**src/rtl/mul_seq.sv**
```systemverilog
// Sequential shift-and-add unsigned multiplier that borrows a shared external adder.
// One partial-product add per RUN cycle; iteration count follows the position of B's top set bit.
module mul_seq #(
    parameter int WIDTH = 32
) (
    input  logic             Clk,
    input  logic             Reset,
    input  logic             En,
    input  logic [WIDTH-1:0] A,
    input  logic [WIDTH-1:0] B,
    input  logic [WIDTH-1:0] Add_Result,
    output logic [WIDTH-1:0] Add_A,
    output logic [WIDTH-1:0] Add_B,
    output logic [WIDTH-1:0] Mul_Result,
    output logic             We,
    output logic             Busy
);

    localparam logic [1:0] ST_IDLE = 2'd0;
    localparam logic [1:0] ST_RUN  = 2'd1;
    localparam logic [1:0] ST_DONE = 2'd2;

    logic [1:0]       state_r;
    logic [WIDTH-1:0] mcand_r;
    logic [WIDTH-1:0] mplier_r;
    logic [WIDTH-1:0] acc_r;
    logic [WIDTH-1:0] mul_result_r;
    logic [WIDTH-1:0] acc_next_s;
    logic             last_iter_s;

    // Accumulator update: take the adder sum only when the current multiplier bit is set
    always_comb begin
        acc_next_s = acc_r;
        if (mplier_r[0]) begin
            acc_next_s = Add_Result;
        end else begin
            acc_next_s = acc_r;
        end
    end

    // Termination needs no counter: stop once no set multiplier bits remain above bit 0
    assign last_iter_s = (mplier_r[WIDTH-1:1] == {(WIDTH-1){1'b0}});

    // Adder operands are only driven while iterating so the shared adder sees zeros otherwise
    always_comb begin
        Add_A = {WIDTH{1'b0}};
        Add_B = {WIDTH{1'b0}};
        if (state_r == ST_RUN) begin
            Add_A = acc_r;
            Add_B = mcand_r;
        end else begin
            Add_A = {WIDTH{1'b0}};
            Add_B = {WIDTH{1'b0}};
        end
    end

    // Control and datapath state
    always_ff @(posedge Clk or negedge Reset) begin
        if (!Reset) begin
            state_r      <= ST_IDLE;
            mcand_r      <= {WIDTH{1'b0}};
            mplier_r     <= {WIDTH{1'b0}};
            acc_r        <= {WIDTH{1'b0}};
            mul_result_r <= {WIDTH{1'b0}};
        end else begin
            case (state_r)
                ST_IDLE: begin
                    if (En) begin
                        if (B == {WIDTH{1'b0}}) begin
                            mul_result_r <= {WIDTH{1'b0}};
                            state_r      <= ST_DONE;
                        end else begin
                            mcand_r  <= A;
                            mplier_r <= B;
                            acc_r    <= {WIDTH{1'b0}};
                            state_r  <= ST_RUN;
                        end
                    end else begin
                        state_r <= ST_IDLE;
                    end
                end
                ST_RUN: begin
                    acc_r    <= acc_next_s;
                    mcand_r  <= {mcand_r[WIDTH-2:0], 1'b0};
                    mplier_r <= {1'b0, mplier_r[WIDTH-1:1]};
                    if (last_iter_s) begin
                        mul_result_r <= acc_next_s;
                        state_r      <= ST_DONE;
                    end else begin
                        state_r <= ST_RUN;
                    end
                end
                ST_DONE: begin
                    state_r <= ST_IDLE;
                end
                default: begin
                    state_r <= ST_IDLE;
                end
            endcase
        end
    end

    assign Mul_Result = mul_result_r;
    assign We         = (state_r == ST_DONE);
    assign Busy       = (state_r != ST_IDLE);

endmodule

```
**config.mk**
```make
export PLATFORM = sky130hd
export DESIGN_NAME = mul_seq
export DESIGN_NICKNAME = d
export VERILOG_FILES = /design/src/rtl/mul_seq.sv
export SDC_FILE = /design/constraint.sdc
export NUM_CORES = 1
export LEC_CHECK = 0
export CAP_MARGIN = 20
export CORE_MARGIN = 5
export CORE_UTILIZATION = 40
export CTS_CLUSTER_SIZE = 12
export DETAILED_ROUTE_END_ITERATION = 7
export GPL_TIMING_DRIVEN = 0
export HOLD_SLACK_MARGIN = 0.02
export PLACE_DENSITY = 0.7
export RECOVER_POWER = 25
export SYNTH_ARGS = -nofsm -noshare
export SYNTH_HDL_FRONTEND = slang
export SYNTH_SLANG_ARGS = --single-unit
```
**constraint.sdc**
```tcl
create_clock -name Clk -period 4.03 [get_ports Clk]
set_clock_uncertainty 0.1 [all_clocks]
set_input_delay 0.6045 -clock Clk [delete_from_list [all_inputs] [get_ports Clk]]
set_output_delay 0.6045 -clock Clk [all_outputs]
set_load 0.02 [all_outputs]
```
# == After elaboration in Yosys (flattened, before gate mapping) ==
# Cells that the tools add are included.
# word_totals
in_bits,99
ff_bits,130
wordCells,38
# op_classes
n_eq_ne,6
muxes,20
reduce_logical,7
# ops
operator,count
two-way mux 32 bit,12
case mux 32 bit (2 select lines),4
zero test 32 bit,1
zero test 31 bit,1
"inequality test 2 bit, second input constant",4
two-way mux 2 bit,3
case mux 2 bit (2 select lines),1
AND reduction 4 bit,1
nonzero test 2 bit,2
AND reduction 3 bit,1
"== test 2 x 1 -> 1 bit, second input constant",1
"== test 2 bit, second input constant",1
zero test 2 bit,1

# == Longest topological paths before layout ==
# Gate-level depths: netlist (run 1).
# depth
word_depth,4
mapped_depth,7

# == Least setup slack after synthesis (run 1) ==
# No wires, ideal clock.
# synth_path
path_kind,flip-flop to output port
startpoint,register state_r[0]
endpoint,output Add_A[0]
path_buffers,2
arrival_time_ns,1.384
path_slack_ns,1.941
stages_incl_launch_ff,6
path_cell_list,dfrtp_1 -> inv_1 -> nor2_1 -> clkbuf_1 -> clkbuf_1 -> and2_1
# synth_via
elab_chain_cells,2
# synth_lines
element,line,source
"start, declared",23,logic [1:0] state_r;
"start signal, assigned",60,state_r <= ST_IDLE;
"start signal, assigned",71,state_r <= ST_DONE;
"start signal, assigned",76,state_r <= ST_RUN;
== test 2 x 1 -> 1 bit,48,if (state_r == ST_RUN) begin
two-way mux 32 bit,48,
"end, declared",12,"output logic [WIDTH-1:0] Add_A,"
# Every way passes these cells.

# == Final worst setup path (run 1) ==
# layout_path
startpoint,register state_r[0]
endpoint,output Add_B[0]
# layout_via
elab_chain_cells,2
# layout_lines
element,line,source
== test 2 x 1 -> 1 bit,48,
two-way mux 32 bit,48,
"end, declared",13,"output logic [WIDTH-1:0] Add_B,"
# Every way passes these cells.

==> flow_metrics.py, run 1 <==
metrics = {
    "yosys": {
        "synthArstFlopShare_pct": 100.0,
        "synth_flop_cell": "dfrtp_1",
        "yosysTopAreaCellShare_pct": 50.13,
        "ys_seq_elements": 130,
        "yosysTopAreaCell": "dfrtp_1",
        "syn_nets": 700,
        "ys_types": 30,
        "syn-instance-count": 601,
        "synth-edff-count": 0,
        "synth_warnings": 0,
        "yosysSeqAreaShare_pct": 50.13,
        "synth.area.top_cells": "dfrtp_1 (50%), o22a_1 (8.2%), o21a_1 (7.2%)",
        "synth_area_um2": 6490,
        "syn_area_per_cell_um2": 10.80,
    },
    "routing": {
        "drt_pre_antenna_iters": 4,
        "postRouteWirelength_um": 18490,
        "dr_total_vias": 5377,
        "ant_nets": 0,
        "via_per_inst": 5.136,
        "drt_iter0_markers": 245,
        "post_drt_wl_per_cell_um": 17.66,
        "drc": 0,
    },
    "setup_path": {
        "critPathLaunchType": "flip-flop",
        "r2r_end": "Mul_Result[7]$_DFFE_PN0P_",
        "critPathKind": "reg2out",
        "r2r-start": "mplier_r[4]$_DFFE_PN0P_",
        "crit_chain": "inv_1 -> nor2_1 -> clkbuf_1 -> clkbuf_1 -> and2_1 -> clkdlybuf4s50_1",
        "worst_ep_required_time_ps": 3330,
        "reg2reg_depth": 6,
        "critPathSlowestCell": "clkdlybuf4s50_1",
        "crit_path_end_kind": "output port",
        "crit_path_max_incr_delay_ps": 650,
        "cp_max_fo": 10,
        "cpMostUsedCell": "clkbuf_1",
        "cp-startpoint": "state_r[0]$_DFF_PN0_",
        "rrSetupSlack_ps": 1930,
        "arrival_ps": 2930,
    },
    "cts": {
        "post_cts_buffers": 0,
        "clk_pin_slew_ps": 60,
        "cts_buffer_depth": 2,
        "cts_tree": "done",
        "htreeDepth": 4,
        "numClockSinks": 130,
        "clk_latency_ps": 410,
        "cts_inserted_buffers": 17,
        "ctsRootBufferMaster": "clkbuf_16",
        "ctsResizeCount": 0,
    },
    "timing": {
        "fin_crit_ps": 3630,
        "hold_slack_ps": 397.3,
        "setup_viol": 0,
        "slew_headroom_pct": -26.16,
        "fmax_ghz": 0.2755,
        "worst_pin_slew_ps": 1892,
        "maxSlewViolCount": 33,
        "hold_viol": 0,
        "fin_crit_sh_pct": 90.08,
        "setup_slack_ps": 399.8,
        "rsz0062_at_grt": "no",
    },
    "floorplanning": {
        "die_h_um": 137.4,
        "io_pins": 197,
        "dieArea_um2": 18870,
        "core-area_um2": 15890,
        "die_x_um": 137.4,
        "start_util_pct": 40.86,
        "rows": 46,
    },
    "power_and_ir_drop": {
        "ir_drop_mv": 0.2594,
        "power.density_nw_per_um2": 446.4,
        "leakagePower_nw": 4.064,
    },
    "worst_hold_path": {
        "hp-start": "mcand_r[31]$_DFFE_PN0P_",
        "holdPathEnd": "mcand_r[31]$_DFFE_PN0P_",
        "hold_class": "reg2reg",
        "min_path_cells": 1,
    },
    "layout": {
        "drive_gt1_share_pct": 11.91,
        "antenna_cells": 0,
        "instances_no_fill": 1047,
        "nets": 917,
        "syn_to_final_growth_pct": 44.96,
    },
    "placed_design": {
        "placed_cells": 1014,
        "portBuffers": 196,
        "place_ws_ps": 802.7,
        "place_congestion": 0.8678,
        "dp_hpwl_um": 13740,
    },
    "global_routing": {
        "grt_pass1_wl_um": 29440,
        "first_global_vias": 5630,
        "antenna_found_initial": 0,
        "grt_overflow_total": 0,
        "grt_max_degree": 99,
        "grt_util_all_layers_pct": 19.88,
    },
    "run_status": {
        "status": "finished, violations left",
        "violations": "capacitance limit, slew limit",
    },
    "run": {
        "cap_viol_max_count": 1,
    },
}
kinds of logic (layout without fill, tap and decap cells):
| group | Yosys count | count (layout) | share of synthesized area (%) |
|---|---|---|---|
| AO/OA/AOI/OAI | 131 | 131 | 16.56 |
| multiplexers | 64 | 64 | 10.49 |
| AND/OR/NAND/NOR | 226 | 226 | 17.25 |
| buffers and inverters | 50 | 280 | 5.572 |
| flip-flops | 130 | 130 | 50.13 |
how the worst max path moves through the flow:
stage / cells after the start / slack, ps / endpoint
floorplan: 5 / 1940 / Add_A[0]
global placement: 1 / -2830 / Mul_Result[3]$_DFFE_PN0P_
detailed placement: 6 / 800 / Add_A[30]
CTS: 6 / 350 / Add_B[0]
global route: 6 / 180 / Add_B[1]
finish: 6 / 400 / Add_B[0]
routing by layer:
| metal | global-route usage, % | share of wire (%) | vias up |
|---|---|---|---|
| li1 | - | - | 2571 |
| met1 | 25.11 | 43 | 2609 |
| met2 | 33.00 | 48 | 170 |
| met3 | 5.186 | 6.6 | 27 |
| met4 | 7.151 | 2.0 | 0 |
| met5 | 0 | 0 | - |
worst max-delay path: cells and delay by family, from the launching register on:
kind	cells	cell delay, ps
buffers and inverters	4	1670
flip-flops	1	400
AND/OR/NAND/NOR	2	460
cells in the final DEF, fill, tap and decap left out, drive strengths merged, types with 2 or more instances in the layout:
| master | instances |
|---|---|
| o21a | 62 |
| nand4 | 4 |
| clkbuf | 44 |
| dfrtp | 130 |
| mux2i | 32 |
| nor2 | 36 |
| and2 | 65 |
| bufinv | 4 |
| nand2 | 69 |
| o211ai | 3 |
| nor4 | 15 |
| buf | 26 |
| clkinv | 2 |
| o22a | 62 |
| clkdlybuf4s50 | 195 |
| clkinvlp | 3 |
| inv | 5 |
| nand3 | 34 |
| mux2 | 32 |
synth_stat cells (all sizes together) (3+ instances only):
| library cell | instances |
|---|---|
| dfrtp | 130 |
| nand2 | 69 |
| and2 | 65 |
| o21a | 62 |
| o22a | 62 |
| nor2 | 36 |
| nand3 | 34 |
| mux2 | 32 |
| mux2i | 32 |
| buf | 25 |
| clkbuf | 22 |
| nor4 | 15 |
| nand4 | 4 |
| inv | 3 |
| o211ai | 3 |
cell type report:
cell class | count | area (um^2)
buffer | 47 | 350.3
multi-input combinational | 421 | 2875
tap | 216 | 270.3
clock buffer | 21 | 480.5
inverter | 3 | 11.26
clock inverter | 11 | 173.9
sequential | 130 | 3253
timing repair buffer | 198 | 1993
fill | 1358 | 6477
where the power goes:
group / internal (mW) / switching [mW]
Sequential: 1.45 / 0.107
Combinational: 0.510 / 0.448
Clock: 1.11 / 0.580
sequential cells by signal (all words and copies together), names as in the netlist:
register,count
Mul_Result,32
mplier_r,32
mcand_r,32
state_r,2
acc_r,32
timing repair:
item / in CTS / in global routing
hold buffers: 1 / 0
hold endpoints to repair: 32 / 0
endpoints found under the setup margin: 0 / 0
through the flow:
| step | util, % | total power, mW | TNS [ps] | area, um^2 |
|---|---|---|---|---|
| detailed placement | 55.09 | 2.542 | 0 | 8751 |
| CTS | 59.27 | 4.242 | 0 | 9415 |
| global placement | 54.91 | 2.522 | -366650 | 8722 |
| global route | 59.22 | 4.387 | 0 | 9408 |
| finish | 59.22 | 4.200 | 0 | 9408 |
| floorplan | - | 2.069 | 0 | 6490 |
Power figures use the tool's default switching activity.
==> inputs of run 2 (changes only) <==
--- a/config.mk
+++ b/config.mk
@@ -8,10 +8,12 @@
 export CAP_MARGIN = 20
 export CORE_MARGIN = 5
 export CORE_UTILIZATION = 40
+export CTS_BUF_LIST = sky130_fd_sc_hd__clkbuf_4 sky130_fd_sc_hd__clkbuf_8
 export CTS_CLUSTER_SIZE = 12
 export DETAILED_ROUTE_END_ITERATION = 7
 export GPL_TIMING_DRIVEN = 0
 export HOLD_SLACK_MARGIN = 0.02
+export MAX_ROUTING_LAYER = met4
 export PLACE_DENSITY = 0.7
 export RECOVER_POWER = 25
 export SYNTH_ARGS = -nofsm -noshare
==> run 2 against run 1 <==
The run still ends with capacitance limit, slew limit left. Clock power down 24%. Flip-flop and latch count unchanged. Count of clock-buffer cells in the layout unchanged. Global-route usage up 0.48 points. First-iteration DRC count down 7.3%. Core utilization down 1.2 points. Sequential share of layout area up 0.72 points. Die area unchanged. Maximum frequency down 0.22%. Cell count unchanged. Critical endpoint is now Add_A[30].
==> flow_metrics.py, run 2 (same netlist as run 1, synthesis figures left out) <==
metrics = {
    "run_status": {
        "status": "finished, violations left",
        "violations": "capacitance limit, slew limit",
    },
    "layout": {
        "layout_common_cells": "clkdlybuf4s50_1 (195), dfrtp_1 (130), nand2_1 (69)",
        "antenna_cells": 0,
        "drive_gt1_share_pct": 11.91,
        "multi_input_area_um2": 2875,
        "syn_to_final_growth_pct": 42.01,
        "instances_no_fill": 1047,
        "nets": 917,
        "final_common_cell": "clkdlybuf4s50_1",
        "fill_cells": 1379,
        "seqCellArea_um2": 3253,
    },
    "global_routing": {
        "grt_max_degree": 99,
        "grt_pass1_wl_um": 29370,
        "grt_overflow_total": 0,
        "first_global_vias": 5630,
        "antenna_found_initial": 0,
        "grt_util_all_layers_pct": 20.37,
    },
    "timing": {
        "hold_viol": 0,
        "worst_pin_slew_ps": 1889,
        "fin_crit_sh_pct": 90.27,
        "maxSlewViolCount": 33,
        "rsz0062_at_grt": "no",
        "setup_viol": 0,
        "finalSetupTns_ps": 0,
        "slew_headroom_pct": -25.94,
        "fin_crit_ps": 3638,
        "fmax_ghz": 0.2749,
    },
    "routing": {
        "postRouteWirelength_um": 18350,
        "ant_nets": 0,
        "drt_iter0_markers": 227,
        "dr_total_vias": 5375,
        "post_drt_wl_per_cell_um": 17.52,
        "via_per_inst": 5.134,
        "drt_pre_antenna_iters": 4,
        "drc": 0,
    },
    "cts": {
        "htreeDepth": 4,
        "numClockSinks": 130,
        "cts_inserted_buffers": 17,
        "ctsRootBufferMaster": "clkbuf_8",
        "clk_pin_slew_ps": 70,
        "cts_buffer_depth": 2,
        "ctsResizeCount": 0,
        "cts_tree": "done",
        "clk_latency_ps": 430,
    },
    "worst_hold_path": {
        "holdPathEnd": "Mul_Result[8]$_DFFE_PN0P_",
        "min_path_cells": 1,
        "hp-start": "Mul_Result[8]$_DFFE_PN0P_",
        "hold_class": "reg2reg",
    },
    "floorplanning": {
        "io_pins": 197,
        "rows": 46,
        "dieArea_um2": 18870,
        "start_util_pct": 40.86,
        "die_h_um": 137.4,
        "core-area_um2": 15890,
        "die_x_um": 137.4,
    },
    "placed_design": {
        "dp_hpwl_um": 13740,
        "portBuffers": 196,
        "place_congestion": 0.8819,
        "placed_cells": 1014,
    },
    "setup_path": {
        "reg2reg_depth": 6,
        "crit_path_end_kind": "output port",
        "cp_max_fo": 10,
        "cp.depth": 6,
        "rrSetupSlack_ps": 1930,
        "worst_ep_required_time_ps": 3330,
        "r2r-start": "mplier_r[4]$_DFFE_PN0P_",
        "critPathLaunchType": "flip-flop",
        "critPathKind": "reg2out",
        "crit_chain": "inv_1 -> nor2_1 -> clkbuf_1 -> clkbuf_1 -> and2_1 -> clkdlybuf4s50_1",
        "r2r_end": "Mul_Result[7]$_DFFE_PN0P_",
        "crit_path_max_incr_delay_ps": 650,
        "critPathSlowestCell": "clkdlybuf4s50_1",
        "critical_path.top_delay_family": "buffers and inverters",
        "arrival_ps": 2930,
        "cpMostUsedCell": "clkbuf_1",
        "crit_buf_inv": 4,
    },
    "power_and_ir_drop": {
        "ir_drop_mv": 0.1986,
        "power.total_mw": 3.787,
        "leakagePower_nw": 3.977,
        "power.density_nw_per_um2": 410.9,
    },
    "run": {
        "cap_viol_max_count": 1,
    },
}
run 2: cell counts in the layout (fill, tap and decap cells not counted):
Identical to the previous run, type by type.
run 2: worst max-delay path by stage:
stage                              start                        end  slack [ps]
detailed placement  state_r[0]$_DFF_PN0_                  Add_A[30]         800
global placement                   Reset  Mul_Result[3]$_DFFE_PN0P_       -2830
global route        state_r[0]$_DFF_PN0_                   Add_B[1]         140
floorplan           state_r[0]$_DFF_PN0_                   Add_A[0]        1940
CTS                 state_r[0]$_DFF_PN0_                  Add_A[30]         320
finish              state_r[0]$_DFF_PN0_                  Add_A[30]         390
run 2: cell type report:
cell class	instances	share of cell area, %
buffer	47	3.801
tap	216	2.932
multi-input combinational	421	31.20
timing repair buffer	198	21.63
sequential	130	35.30
clock buffer	21	3.136
clock inverter	11	1.887
inverter	3	0.1222
run 2: per-stage QoR:
stage	setup slack, ps	hold slack (ps)	util [%]	instance area (um^2)
after floorplan	1941	208.9	-	6490
after global placement	-2831	370.1	54.91	8722
after detailed placement	802.7	387.7	55.09	8751
after CTS	319.3	405.7	58.07	9224
after global routing	137.1	427.8	58.02	9216
final	392.0	407.4	58.02	9216
run 2: report_power, final:
part	total, mW	internal [mW]	leakage, nW	switching (mW)
combinational	0.959	0.510	2.18	0.449
clock	1.27	0.745	0.225	0.529
sequential	1.55	1.45	1.57	0.108
run 2: repair_timing:
action,CTS,global route
setup buffers,0,0
hold endpoints to repair,32,0
hold buffers,1,0
run 2: worst reg2reg max path, cell delays in order (launching register included):
cell and delay, ps:
dfrtp_1 410, nor4_1 370, nand4_1 180, nor2_1 210, a32oi_2 190, buf_6 250, mux2_2 280
run 2: metal layers:
layer	global-route usage [%]	wire [um]
met3	4.383	1150
met4	8.426	467
met5	-	0
met2	32.43	8759
met1	25.32	7968
